$ cat src/rtl/simd_pkg.sv
// Shared defaults and FSM encoding for the SIMD processing-element memory array.
package simd_pkg;
  localparam int NUM_PE_DEF = 3;
  localparam int DATA_W_DEF = 8;
  localparam int ADDR_W_DEF = 4;

  typedef enum logic {
    CLEAR = 1'b0,
    IDLE  = 1'b1
  } state_t;
endpackage

$ cat src/rtl/simd_pe_regfile.sv
// One lane's register file: a single write port and two registered read ports.
module simd_pe_regfile #(
  parameter int DATA_W = 8,
  parameter int ADDR_W = 4
) (
  input  logic              clk,
  input  logic              rst,
  input  logic              we,
  input  logic [ADDR_W-1:0] waddr,
  input  logic [DATA_W-1:0] wdata,
  input  logic              re,
  input  logic [ADDR_W-1:0] raddr_a,
  input  logic [ADDR_W-1:0] raddr_b,
  output logic [DATA_W-1:0] rdata_a,
  output logic [DATA_W-1:0] rdata_b
);
  localparam int DEPTH = 1 << ADDR_W;

  logic [DATA_W-1:0] mem [DEPTH];

  // NOTE: the storage array has no reset; the clear sequencer zeroes it, which keeps it mappable to RAM.
  always_ff @(posedge clk) begin
    if (we) mem[waddr] <= wdata;
  end

  // A read sampled on the same edge as a write returns the old contents.
  always_ff @(posedge clk) begin
    if (rst) begin
      rdata_a <= '0;
      rdata_b <= '0;
    end else if (re) begin
      rdata_a <= mem[raddr_a];
      rdata_b <= mem[raddr_b];
    end
  end
endmodule

$ cat src/rtl/simd_pem_array.sv
// N-lane SIMD PE memory array: staging register, broadcast/masked writes, clear sequencer,
// and one dual-read register file per lane.
module simd_pem_array
  import simd_pkg::*;
#(
  parameter int NUM_PE = NUM_PE_DEF,
  parameter int DATA_W = DATA_W_DEF,
  parameter int ADDR_W = ADDR_W_DEF
) (
  input  logic                     clk,
  input  logic                     rst,
  input  logic                     clr_req,
  output logic                     busy,
  input  logic                     wr_valid,
  output logic                     wr_ready,
  input  logic                     wr_bcast,
  input  logic [NUM_PE-1:0]        wr_mask,
  input  logic [NUM_PE*ADDR_W-1:0] wr_addr,
  input  logic [NUM_PE*DATA_W-1:0] wr_data,
  input  logic                     rd_en,
  input  logic [NUM_PE*ADDR_W-1:0] rd_addr_a,
  input  logic [NUM_PE*ADDR_W-1:0] rd_addr_b,
  output logic                     rd_valid,
  output logic [NUM_PE*DATA_W-1:0] rd_data_a,
  output logic [NUM_PE*DATA_W-1:0] rd_data_b
);
  localparam int DEPTH = 1 << ADDR_W;

  state_t              state;
  logic [ADDR_W-1:0]   clr_cnt;
  logic                stg_valid;
  logic [NUM_PE-1:0]   stg_mask;
  logic [ADDR_W-1:0]   stg_addr [NUM_PE];
  logic [DATA_W-1:0]   stg_data [NUM_PE];

  logic wr_fire;
  logic rd_fire;
  logic commit;

  assign busy     = (state == CLEAR);
  assign wr_ready = ~busy;
  assign wr_fire  = wr_valid & wr_ready;
  assign rd_fire  = rd_en & ~busy;
  // A staged write is dropped if a clear request (or reset) arrives on its commit edge.
  assign commit   = stg_valid & ~clr_req & ~rst;

  always_ff @(posedge clk) begin
    if (rst) begin
      state     <= CLEAR;
      clr_cnt   <= '0;
      stg_valid <= 1'b0;
      rd_valid  <= 1'b0;
    end else begin
      rd_valid <= rd_fire;
      case (state)
        CLEAR: begin
          clr_cnt   <= clr_cnt + 1'b1;
          stg_valid <= 1'b0;
          if (clr_cnt == ADDR_W'(DEPTH - 1)) state <= IDLE;
        end
        IDLE: begin
          if (clr_req) begin
            state     <= CLEAR;
            clr_cnt   <= '0;
            stg_valid <= 1'b0;
          end else begin
            stg_valid <= wr_fire;
          end
        end
        default: state <= CLEAR;
      endcase
    end
  end

  // Payload is only meaningful while stg_valid is set, so it carries no reset.
  // Broadcast is resolved here so each lane's commit path is a plain register.
  always_ff @(posedge clk) begin
    if (wr_fire) begin
      stg_mask <= wr_mask;
      for (int i = 0; i < NUM_PE; i++) begin
        stg_addr[i] <= wr_bcast ? wr_addr[0 +: ADDR_W] : wr_addr[i*ADDR_W +: ADDR_W];
        stg_data[i] <= wr_bcast ? wr_data[0 +: DATA_W] : wr_data[i*DATA_W +: DATA_W];
      end
    end
  end

  for (genvar g = 0; g < NUM_PE; g++) begin : g_lane
    logic              lane_we;
    logic [ADDR_W-1:0] lane_waddr;
    logic [DATA_W-1:0] lane_wdata;

    assign lane_we    = busy | (commit & stg_mask[g]);
    assign lane_waddr = busy ? clr_cnt : stg_addr[g];
    assign lane_wdata = busy ? '0 : stg_data[g];

    simd_pe_regfile #(
      .DATA_W (DATA_W),
      .ADDR_W (ADDR_W)
    ) u_regfile (
      .clk     (clk),
      .rst     (rst),
      .we      (lane_we),
      .waddr   (lane_waddr),
      .wdata   (lane_wdata),
      .re      (rd_fire),
      .raddr_a (rd_addr_a[g*ADDR_W +: ADDR_W]),
      .raddr_b (rd_addr_b[g*ADDR_W +: ADDR_W]),
      .rdata_a (rd_data_a[g*DATA_W +: DATA_W]),
      .rdata_b (rd_data_b[g*DATA_W +: DATA_W])
    );
  end
endmodule
$ cat config.mk
export PLATFORM = sky130hd
export DESIGN_NAME = simd_pem_array
export DESIGN_NICKNAME = d
export VERILOG_FILES = /design/src/rtl/simd_pkg.sv /design/src/rtl/simd_pe_regfile.sv /design/src/rtl/simd_pem_array.sv
export SDC_FILE = /design/constraint.sdc
export NUM_CORES = 1
export LEC_CHECK = 0
export CAP_MARGIN = 5
export CORE_MARGIN = 3
export CORE_UTILIZATION = 41
export CTS_CLUSTER_DIAMETER = 50
export DETAILED_ROUTE_END_ITERATION = 10
export PLACE_DENSITY = 0.61
export SYNTH_ARGS = -nofsm -noshare
export SYNTH_HDL_FRONTEND = slang
export SYNTH_HIERARCHICAL = 1
export SYNTH_SLANG_ARGS = --single-unit
export TNS_END_PERCENT = 30
$ cat constraint.sdc
create_clock -name clk -period 2.2 [get_ports clk]
set_input_delay 0.44 -clock clk [delete_from_list [all_inputs] [get_ports clk]]
set_output_delay 0.44 -clock clk [all_outputs]
set_load 0.005 [all_outputs]
==> results.md <==
- Status: complete, no violations
- Synth top area cells: edfxtp_1 (57%), mux2i_1 (17%), dfxtp_1 (4.9%), a22oi_1 (4.9%), nand3_1 (3.4%)
- Crit start category: flop
- Die width: roughly 240 microns
- CP required: between 2 and 2.5 ns
- Synthesized cell area: 22300 sq um
- Starting Density: 41.9%
- Number of flops mapped to enable cells by yosys: 423
- Final Hold Viols: 0
- Share of layout cells above drive strength 1: 13.2%
- FF+latch count, synth: 478
- Initial antenna violation count: 3
- RSZ-0062 raised after global routing: true
- Area of the multi-input gates: 7440 sq um
- Largest net degree at the start of global routing: 50
- # Max-Cap Violations: 0
- Place WS: -0.475 ns
- WL/cell: 24.8 microns
- Clock Tree Root: clkbuf_16
- Clk slew on worst S/H paths: 0.06 ns
- VDD IR max: 0.000587 V
- Routed wl met3: 5.08 mm
- Total design power: 21.4 mW
- Core outline area: 53200 sq um
- Clock Skew: ~0.025 ns
- Post-CTS Setup Inserts: 0
- Fill cells: 4570
- Clock buffer depth: 3
- Later-pin clock latency in the skew report: 0.60 ns
- Critical Path Max Stage Delay: between 0.5 and 0.6 ns
- Fin. max-slew vios: 0
- Dominant synthesized flop cell: edfxtp_1
- Least-Margin Pin Slew: 1.18 ns
- First DRT Iteration DRCs: 1436
- Post-route ant nets: 0
- Met2 wire length: 30.1 mm
- Final nets: 1929
- CP most frequent cell: nand2_1
- All-layer global routing usage: 22.2%
- Minimum clock period: 2.09 ns
- Total wire length: 64.4 mm
- Final GP Congestion: 0.930
- Commonest non-fill, non-tap cells in the layout: edfxtp_1 (423), mux2i_1 (384), nand3_1 (150), nand2_1 (144), a22oi_1 (144)
- Final Cycle Share: 95.1%
- Post-DP HPWL: 46.2 mm
- Final Non-Filler Cells: ~2600
- FF/Latch Area: roughly 14000 sq um
- Htree depth: 2
- Async set-or-reset flop fraction in the synthesized netlist: 0%
- Top cell type's share of synthesized area: 57.0%
- Pwr Density: approximately 810 nW/um^2
- Vias per std cell: 5.75
- Vias in the first global route: between 10000 and 15000
- Mean Syn Cell Area: 13.5 sq um
- Final setup fails: 0
- Via Count: 14900
- Clk sink count: 478
- Worst endpoint data arrival time: 2.38 ns
- Cells after synthesis: 1645
- Wire length of the first global-routing pass: 94.7 mm
- Critical Path End Type: flop
- CTS tree: built
- Placed cells: 2489
- Tightest hold margin: 0.441 ns
- Net count after synthesis: 1715
- Register area share after synthesis: 62.0%
- Num CTS Buffers: 56
- Hold Crit Class: in -> reg
- Synth warnings: 6
- Metal-1 WL: 27.5 mm
- I/O Pins: 120
- Max Fclk: 478 MHz
- Drt first pass iters: 6
- Setup ws final: 0.107 ns
- Leakage: 10.7 nW
- Top sig layer: met4
- Syn-to-layout area delta: 19.3%
- Yosys top cell by area: edfxtp_1
- Slew Limit Headroom: 20.7%
- Worst path cell trace: inv_1 > nand2_1 > nand2_1 > or3b_1 > nor3_1 > buf_4
- Synth cell types: 30
- Setup TNS: 0 ns
- Most common cell after layout, fill and taps aside: edfxtp_1
- Congestion Overflow GR: 0
- Rows: 84
- Slowest CP cell: or3b_1
- DR DRC count: 0
- Die area: 57200 sq um
- CP Class: reg -> reg
- Die H: 239 microns
- Critical path fanouts, max: 8
- Port bufs: 119
[layout make-up]
cell class	instances	area share (%)
inverter	25	0.353
multi-input combinational	1046	28.0
tap	688	3.24
antenna	1	0.00941
sequential	478	51.9
timing repair buffer	252	8.94
clock inverter	42	2.03
clock buffer	63	5.53
[repair_timing]
item	4_1_cts	5_1_grt
resized for setup	0	2
hold buffers	0	0
endpoints found under the setup margin	0	3
[final timing paths]
check / start / cells after the start / slack [ns] / endpoint
max: wr_ready / 6 / 0.11 / g_lane[1].u_regfile/mem[0][1]
min: wr_data[1] / 1 / 0.44 / stg_data[0][1]
max reg2reg: wr_ready / 6 / 0.11 / g_lane[1].u_regfile/mem[0][1]
min reg2reg: g_lane[2].u_regfile/rdata_a[3] / 2 / 0.46 / g_lane[2].u_regfile/rdata_a[3]
[report_power, final]
part	switching (mW)	internal [mW]
combinational	0.855	0.600
clock	3.82	6.14
sequential	0.0866	9.92
[metal layers]
layer | vias up | GRT usage, %
li1 | 6708 | -
met1 | 7419 | 31.5
met2 | 696 | 35.8
met3 | 99 | 3.21
met4 | 0 | 6.40
met5 | - | 0
[Yosys cell counts (2+ instances only)]
| cell type | instances |
|---|---|
| buf_6 | 23 |
| nand3b_1 | 12 |
| buf_8 | 15 |
| buf_2 | 39 |
| a31oi_1 | 2 |
| nand2_1 | 144 |
| nor2_1 | 46 |
| nand2b_1 | 9 |
| buf_4 | 2 |
| dfxtp_1 | 55 |
| nand3_1 | 150 |
| nor2_2 | 12 |
| a21oi_1 | 51 |
| and2_1 | 33 |
| nor3_1 | 12 |
| or3b_1 | 3 |
| edfxtp_1 | 423 |
| buf_12 | 12 |
| inv_1 | 25 |
| a22oi_1 | 144 |
| o21ai_0 | 24 |
| o21ai_1 | 2 |
| clkbuf_1 | 4 |
| mux2i_1 | 384 |
| nor2b_1 | 14 |
[critical path: cells and delay by family, from the launching register on]
| family | cells | cell delay (ns) |
|---|---|---|
| DFF | 1 | 0.35 |
| buffers and inverters | 2 | 0.31 |
| and+or+nand+nor | 4 | 1.14 |
[registers in the layout (all words and copies together) (netlist names)]
name,flops
g_lane.u_regfile/mem,384
g_lane.u_regfile/rdata_a,24
stg_data,24
stg_valid,1
clr_cnt,4
g_lane.u_regfile/rdata_b,24
rd_valid,1
stg_mask,3
stg_addr,12
wr_ready,1
[through the flow]
stage / cell area [sq um] / util, %
floorplan: 22300 / -
global placement: 24600 / 46.2
detailed placement: 24600 / 46.2
CTS: 26600 / 50.0
global route: 26600 / 50.0
finish: 26600 / 50.0
[kinds of logic after synthesis]
kind of cell | synth area share (%)
flip-flops | 62.0
adder cells (fa/ha/maj) | 0.0562
AO/OA/AOI/OAI | 6.68
buffers and inverters | 4.71
multiplexers | 17.3
AND/OR/NAND/NOR | 9.35
Power figures use the tool's default switching activity.
